`src/rtl/fetch_decode_queue_if.sv`:
```
// rtl/fetch_decode_queue_if.sv - fetch/decode handshake bundle for the instruction queue
//
// Purpose: groups every non-clock, non-reset signal between fetch, the queue and decode.
// Ports (signals):
//   flush, earlyMisdirect              pipeline kill requests (commit mispredict, decode JAL)
//   fetchValid, instr, instrPC,
//   predictedPCF, GHRIndex, PHTState,
//   redirect                           fetch output register contents
//   freeze                             back-pressure to fetch
//   decodeReady                        decode accepts the head entry
//   decodeValid, dec*                  head entry presented to decode
//   occupancy                          entries currently held
// Modports: master = fetch/decode side, slave = queue side.
interface fetch_decode_queue_if #(
  parameter int WIDTH = 31,
  parameter int INDEX = 7,
  parameter int PTR   = 2
);
  logic             flush;
  logic             earlyMisdirect;
  logic             fetchValid;
  logic [WIDTH:0]   instr;
  logic [WIDTH:0]   instrPC;
  logic [WIDTH:0]   predictedPCF;
  logic [INDEX:0]   GHRIndex;
  logic [1:0]       PHTState;
  logic             redirect;
  logic             freeze;
  logic             decodeReady;
  logic             decodeValid;
  logic [WIDTH:0]   decInstr;
  logic [WIDTH:0]   decPC;
  logic [WIDTH:0]   decPredictedPC;
  logic [INDEX:0]   decGHRIndex;
  logic [1:0]       decPHTState;
  logic             decRedirect;
  logic [PTR:0]     occupancy;

  modport master (
    output flush, earlyMisdirect, fetchValid, instr, instrPC, predictedPCF,
           GHRIndex, PHTState, redirect, decodeReady,
    input  freeze, decodeValid, decInstr, decPC, decPredictedPC, decGHRIndex,
           decPHTState, decRedirect, occupancy
  );

  modport slave (
    input  flush, earlyMisdirect, fetchValid, instr, instrPC, predictedPCF,
           GHRIndex, PHTState, redirect, decodeReady,
    output freeze, decodeValid, decInstr, decPC, decPredictedPC, decGHRIndex,
           decPHTState, decRedirect, occupancy
  );
endinterface

```
`src/rtl/fetch_decode_queue.sv`:
```
// rtl/fetch_decode_queue.sv - in-order instruction queue between fetch and decode
//
// Purpose: buffers fetched instructions with their prediction metadata, back-pressures
// fetch with freeze when full, presents the oldest entry to decode, and empties on
// commit misprediction or decode-stage JAL redirect.
// Ports:
//   clk          clock, all state updates on posedge
//   globalReset  synchronous active-high reset
//   bus          fetch_decode_queue_if.slave (fetch inputs, freeze, decode handshake, occupancy)
module fetch_decode_queue #(
  parameter int WIDTH = 31,
  parameter int INDEX = 7,
  parameter int DEPTH = 4,
  parameter int PTR   = 2
) (
  input  logic                 clk,
  input  logic                 globalReset,
  fetch_decode_queue_if.slave  bus
);

  localparam logic [PTR:0]   CNT_FULL = (PTR+1)'(DEPTH);
  localparam logic [PTR:0]   CNT_ONE  = (PTR+1)'(1);
  localparam logic [PTR-1:0] PTR_ONE  = PTR'(1);

  typedef struct packed {
    logic [WIDTH:0] instr;
    logic [WIDTH:0] pc;
    logic [WIDTH:0] predicted_pc;
    logic [INDEX:0] ghr_index;
    logic [1:0]     pht_state;
    logic           redirect;
  } entry_t;

  entry_t         mem [DEPTH];
  entry_t         wr_entry;
  entry_t         head_entry;

  logic [PTR-1:0] head;
  logic [PTR-1:0] tail;
  logic [PTR:0]   count;

  logic full;
  logic empty;
  logic push;
  logic pop;
  logic kill;

  // freeze depends on registered count only, so fetch never sees a
  // combinational path from decodeReady; a pop while full does not
  // admit a push in the same cycle, the slot refills one cycle later.
  assign full  = (count == CNT_FULL);
  assign empty = (count == '0);
  assign push  = bus.fetchValid & ~full;
  assign pop   = ~empty & bus.decodeReady;
  assign kill  = bus.flush | bus.earlyMisdirect;

  assign wr_entry = '{
    instr:        bus.instr,
    pc:           bus.instrPC,
    predicted_pc: bus.predictedPCF,
    ghr_index:    bus.GHRIndex,
    pht_state:    bus.PHTState,
    redirect:     bus.redirect
  };

  // Pointer and count state. A kill drops everything including a same-cycle
  // push; a same-cycle pop is already consumed by decode so nothing is lost.
  always_ff @(posedge clk) begin
    if (globalReset) begin
      head  <= '0;
      tail  <= '0;
      count <= '0;
    end else if (kill) begin
      head  <= '0;
      tail  <= '0;
      count <= '0;
    end else begin
      if (push) tail <= tail + PTR_ONE;
      if (pop)  head <= head + PTR_ONE;
      case ({push, pop})
        2'b10:   count <= count + CNT_ONE;
        2'b01:   count <= count - CNT_ONE;
        default: count <= count;
      endcase
    end
  end

  // Storage is not reset; validity is carried entirely by count.
  always_ff @(posedge clk) begin
    if (push && !kill && !globalReset) begin
      mem[tail] <= wr_entry;
    end
  end

  assign head_entry = mem[head];

  // Head is read combinationally; everything reads as zero while empty.
  always_comb begin
    bus.decodeValid    = 1'b0;
    bus.decInstr       = '0;
    bus.decPC          = '0;
    bus.decPredictedPC = '0;
    bus.decGHRIndex    = '0;
    bus.decPHTState    = '0;
    bus.decRedirect    = 1'b0;
    if (!empty) begin
      bus.decodeValid    = 1'b1;
      bus.decInstr       = head_entry.instr;
      bus.decPC          = head_entry.pc;
      bus.decPredictedPC = head_entry.predicted_pc;
      bus.decGHRIndex    = head_entry.ghr_index;
      bus.decPHTState    = head_entry.pht_state;
      bus.decRedirect    = head_entry.redirect;
    end
  end

  assign bus.freeze    = full;
  assign bus.occupancy = count;

endmodule
```
`src/flat_wrapper.sv`:
```
// flat-port wrapper written by rule: the top's interface ports become plain ports
module fetch_decode_queue_flat 
#(
  parameter int WIDTH = 31,
  parameter int INDEX = 7,
  parameter int DEPTH = 4,
  parameter int PTR   = 2
)
  (clk, globalReset, bus_flush, bus_earlyMisdirect, bus_fetchValid, bus_instr, bus_instrPC, bus_predictedPCF, bus_GHRIndex, bus_PHTState, bus_redirect, bus_decodeReady, bus_freeze, bus_decodeValid, bus_decInstr, bus_decPC, bus_decPredictedPC, bus_decGHRIndex, bus_decPHTState, bus_decRedirect, bus_occupancy);
  fetch_decode_queue_if #(.WIDTH(WIDTH), .INDEX(INDEX), .PTR(PTR)) bus_i ();
  input  logic clk;
  input  logic globalReset;
  input wire logic [$bits(bus_i.flush)-1:0] bus_flush;
  input wire logic [$bits(bus_i.earlyMisdirect)-1:0] bus_earlyMisdirect;
  input wire logic [$bits(bus_i.fetchValid)-1:0] bus_fetchValid;
  input wire logic [$bits(bus_i.instr)-1:0] bus_instr;
  input wire logic [$bits(bus_i.instrPC)-1:0] bus_instrPC;
  input wire logic [$bits(bus_i.predictedPCF)-1:0] bus_predictedPCF;
  input wire logic [$bits(bus_i.GHRIndex)-1:0] bus_GHRIndex;
  input wire logic [$bits(bus_i.PHTState)-1:0] bus_PHTState;
  input wire logic [$bits(bus_i.redirect)-1:0] bus_redirect;
  input wire logic [$bits(bus_i.decodeReady)-1:0] bus_decodeReady;
  output wire logic [$bits(bus_i.freeze)-1:0] bus_freeze;
  output wire logic [$bits(bus_i.decodeValid)-1:0] bus_decodeValid;
  output wire logic [$bits(bus_i.decInstr)-1:0] bus_decInstr;
  output wire logic [$bits(bus_i.decPC)-1:0] bus_decPC;
  output wire logic [$bits(bus_i.decPredictedPC)-1:0] bus_decPredictedPC;
  output wire logic [$bits(bus_i.decGHRIndex)-1:0] bus_decGHRIndex;
  output wire logic [$bits(bus_i.decPHTState)-1:0] bus_decPHTState;
  output wire logic [$bits(bus_i.decRedirect)-1:0] bus_decRedirect;
  output wire logic [$bits(bus_i.occupancy)-1:0] bus_occupancy;
  assign bus_i.flush = bus_flush;
  assign bus_i.earlyMisdirect = bus_earlyMisdirect;
  assign bus_i.fetchValid = bus_fetchValid;
  assign bus_i.instr = bus_instr;
  assign bus_i.instrPC = bus_instrPC;
  assign bus_i.predictedPCF = bus_predictedPCF;
  assign bus_i.GHRIndex = bus_GHRIndex;
  assign bus_i.PHTState = bus_PHTState;
  assign bus_i.redirect = bus_redirect;
  assign bus_i.decodeReady = bus_decodeReady;
  assign bus_freeze = bus_i.freeze;
  assign bus_decodeValid = bus_i.decodeValid;
  assign bus_decInstr = bus_i.decInstr;
  assign bus_decPC = bus_i.decPC;
  assign bus_decPredictedPC = bus_i.decPredictedPC;
  assign bus_decGHRIndex = bus_i.decGHRIndex;
  assign bus_decPHTState = bus_i.decPHTState;
  assign bus_decRedirect = bus_i.decRedirect;
  assign bus_occupancy = bus_i.occupancy;
  fetch_decode_queue #(.WIDTH(WIDTH), .INDEX(INDEX), .DEPTH(DEPTH), .PTR(PTR)) u_core (.clk(clk), .globalReset(globalReset), .bus(bus_i));
endmodule
```
`config.mk`:
```
export PLATFORM = sky130hd
export DESIGN_NAME = fetch_decode_queue_flat
export DESIGN_NICKNAME = d
export VERILOG_FILES = /design/src/rtl/fetch_decode_queue_if.sv /design/src/rtl/fetch_decode_queue.sv /design/src/flat_wrapper.sv
export SDC_FILE = /design/constraint.sdc
export NUM_CORES = 1
export LEC_CHECK = 0
export ABC_CLOCK_PERIOD_IN_PS = 4990
export CORE_ASPECT_RATIO = 0.75
export CORE_MARGIN = 3
export CORE_UTILIZATION = 35
export CTS_BUF_LIST = sky130_fd_sc_hd__clkbuf_4 sky130_fd_sc_hd__clkbuf_8 sky130_fd_sc_hd__clkbuf_16
export CTS_CLUSTER_SIZE = 30
export DETAILED_ROUTE_END_ITERATION = 12
export HOLD_SLACK_MARGIN = 0.1
export SYNTH_ARGS = -nofsm -noshare
export SYNTH_HDL_FRONTEND = slang
export SYNTH_SLANG_ARGS = --single-unit
```
`constraint.sdc`:
```
create_clock -name clk -period 4.99 [get_ports clk]
set_input_delay 1.497 -clock clk [delete_from_list [all_inputs] [get_ports clk]]
set_output_delay 1.497 -clock clk [all_outputs]
set_load 0.05 [all_outputs]
```
==> impl_metrics.json <==
{
  "vias": 7936,
  "dr.first_iter.drc_count": 507,
  "critPathMaxFanout": 41,
  "path_class": "flip-flop to output pin",
  "synth_edf_count": 428,
  "clk_pin_slew_ns": 0.06,
  "fmax_mhz": 223,
  "synth_area_leader_cell": "edfxtp_1",
  "io_pins": 225,
  "fin_nets": 1099,
  "wire_per_inst_microns": 20.8,
  "rsz0062_at_grt": "no",
  "max_slew_margin_pct": 60.8,
  "drive_gt1_share_pct": 19.3,
  "slew_violations": 0,
  "netlist.area_leader.share_pct": 77.3,
  "grt_pass1_wl_microns": 52600,
  "worstMarginPinSlew_ns": 0.586,
  "status": "completed",
  "grt_usage_pct": 13.7,
  "fp-row-count": 68,
  "hold_viol_final": 0,
  "clockBufferDepth": 3,
  "drc": 0,
  "layout_setup_ws_ns": 0.502,
  "ant_nets": 0,
  "initial_utilization_pct": 35.8,
  "crit_path_end_kind": "output pin",
  "synth_ff_type": "edfxtp_1",
  "startpoint_type": "flip-flop",
  "clkLatencyLatePin_ns": 0.54,
  "antenna_found_initial": 6,
  "yosys_warnings": 0,
  "synthCells": 732,
  "cts_sinks": 437,
  "synth_nets": 851,
  "routed_wirelength_microns": 34200,
  "final_util_pct": 45.5,
  "synth_area_sq_um": 16600,
  "dr.pass1.iters": 4,
  "post_cts_resized": 0,
  "tns_ns": 0,
  "cts_buffers": 43,
  "fin_worst_skew_ns": 0.0135,
  "irDropWorstVdd_uv": 250,
  "p_per_area_nw_per_um2": 354,
  "ctsHoldBuffers": 0,
  "seq_area_frac_synth_pct": 78.4,
  "avgSynthCellArea_sq_um": 22.7,
  "die_area_sq_um": 50200,
  "grt_max_degree": 109,
  "clockRootBuffer": "clkbuf_16",
  "io_buffers": 224,
  "post-cts-setup-buffer-count": 0,
  "fp.coreArea_sq_um": 46500,
  "grt-ovfl-total": 0,
  "hold_class": "flip-flop to flip-flop",
  "cts_tree": "yes",
  "grt_pass1_vias": 8677,
  "synth.distinct_cells": 24,
  "viasPerCell": 4.83,
  "fp.dieH_microns": 195,
  "drv.max_cap_violation_count": 0,
  "p_leak_nw": 6.54,
  "ctsHtreeMaxLevel": 2,
  "period_share_pct": 89.9,
  "fp.dieW_microns": 258,
  "setup_viol": 0,
  "ys_async_sr_fraction_pct": 0,
  "worstPathRequired_ns": 3.49,
  "synth.area.top_cells": "edfxtp_1 (77%), mux4_2 (15%), and2_1 (4.1%)",
  "period_needed_ns": 4.49,
  "ys_seq_elements": 437,
  "worstPathArrival_ns": 2.99,
  "gp_congestion": 0.675,
  "hpwl_microns": 20100,
  "area_delta_synth_final_pct": 27.1,
  "pre_cts_slack_ns": 1.01
}
## cells by family (layout without fill, tap and decap cells)
kind of cell | count (synthesis) | after routing | share of synthesized area (%)
adders and majority gates | 6 | 6 | 0.497
xor gates and xnor gates | 4 | 4 | 0.211
buffers and inverters | 45 | 325 | 1.43
AOI/OAI and AO/OA | 8 | 8 | 0.309
DFF | 437 | 437 | 78.4
and+or+nand+nor | 125 | 125 | 4.62
muxes | 107 | 107 | 14.5
other | 0 | 2 | 0
## cells in the mapped netlist (all sizes together), types with 2 or more instances
cell type  instances
or3                3
dfxtp              9
mux4             107
clkbuf            19
inv                8
xor2               4
and2             108
ha                 5
buf               18
nor2               6
a21oi              3
edfxtp           428
o31ai              2
and3               4
## path summary, 6_finish.rpt
kind | from | to | slack [ns] | cells past startpoint
max | flip-flop | bus_decPredictedPC[25] | 0.50 | 4
max reg2reg | u_core.bus.occupancy[2]$_SDFFE_PP0P_ | u_core.bus.occupancy[2]$_SDFFE_PP0P_ | 2.48 | 9
min reg2reg | u_core.head[1]$_SDFFE_PP0P_ | u_core.head[1]$_SDFFE_PP0P_ | 0.53 | 2
min | u_core.head[1]$_SDFFE_PP0P_ | u_core.head[1]$_SDFFE_PP0P_ | 0.53 | 2
## area by class of cell
cell class	instances	area (sq um)
fill	3928	25300
timing repair buffer	240	2520
tap	630	788
sequential	437	13000
antenna	2	5.00
multi-input combinational	250	3370
clock inverter	27	206
clock buffer	50	1160
inverter	8	30.0
## where the power goes
part	total [mW]	leakage, nW	internal (mW)	switching, mW
Clock	3.12	0.678	1.82	1.30
Sequential	4.05	3.93	4.05	0.00528
Combinational	0.308	1.93	0.142	0.166
Total	7.48	6.54	6.01	1.47
## critical path: stages (launching register included)
cell and delay, ns:
dfxtp_4 0.57, buf_12 0.35, mux4_2 0.55, and2_1 0.20
clkdlybuf4s50_1 0.71
## per-layer routing
layer	share of wire (%)	vias up	global-route usage (%)
li1	-	3495	-
met1	44	4163	18.7
met2	47	211	21.7
met3	7.0	55	4.38
met4	1.7	12	3.05
met5	0.20	-	0
## placed cells by master, fill, tap and decap left out, types with 3 or more instances in the layout
cell type and n:
clkbuf_4 5, mux4_2 107, bufinv_16 3, buf_12 13
clkdlybuf4s50_1 222, edfxtp_1 428, ha_1 5, clkinv_2 6
a21oi_1 3, and3_4 4, clkinv_1 14, dfxtp_1 7
xor2_1 4, nor2_1 6, buf_4 5, clkbuf_16 45
inv_1 8, clkinv_4 3, and2_1 108
## registers in the layout (all words and copies together) (netlist names), named ones only
| signal | cells |
|---|---|
| u_core.bus.occupancy | 3 |
| u_core.tail | 2 |
| u_core.mem | 428 |
| u_core.head | 2 |
## through the flow
step / cell area [sq um] / cells / power (mW) / hold WS (ns)
floorplan: 16600 / 732 / 4.26 / 0.485
global placement: 19700 / 1565 / 4.43 / 0.506
detailed placement: 19700 / 1565 / 4.44 / 0.513
CTS: 21100 / 1642 / 7.58 / 0.531
global route: 21100 / 1642 / 7.76 / 0.578
finish: 21100 / 1644 / 7.48 / 0.529
Power figures use the tool's default switching activity.
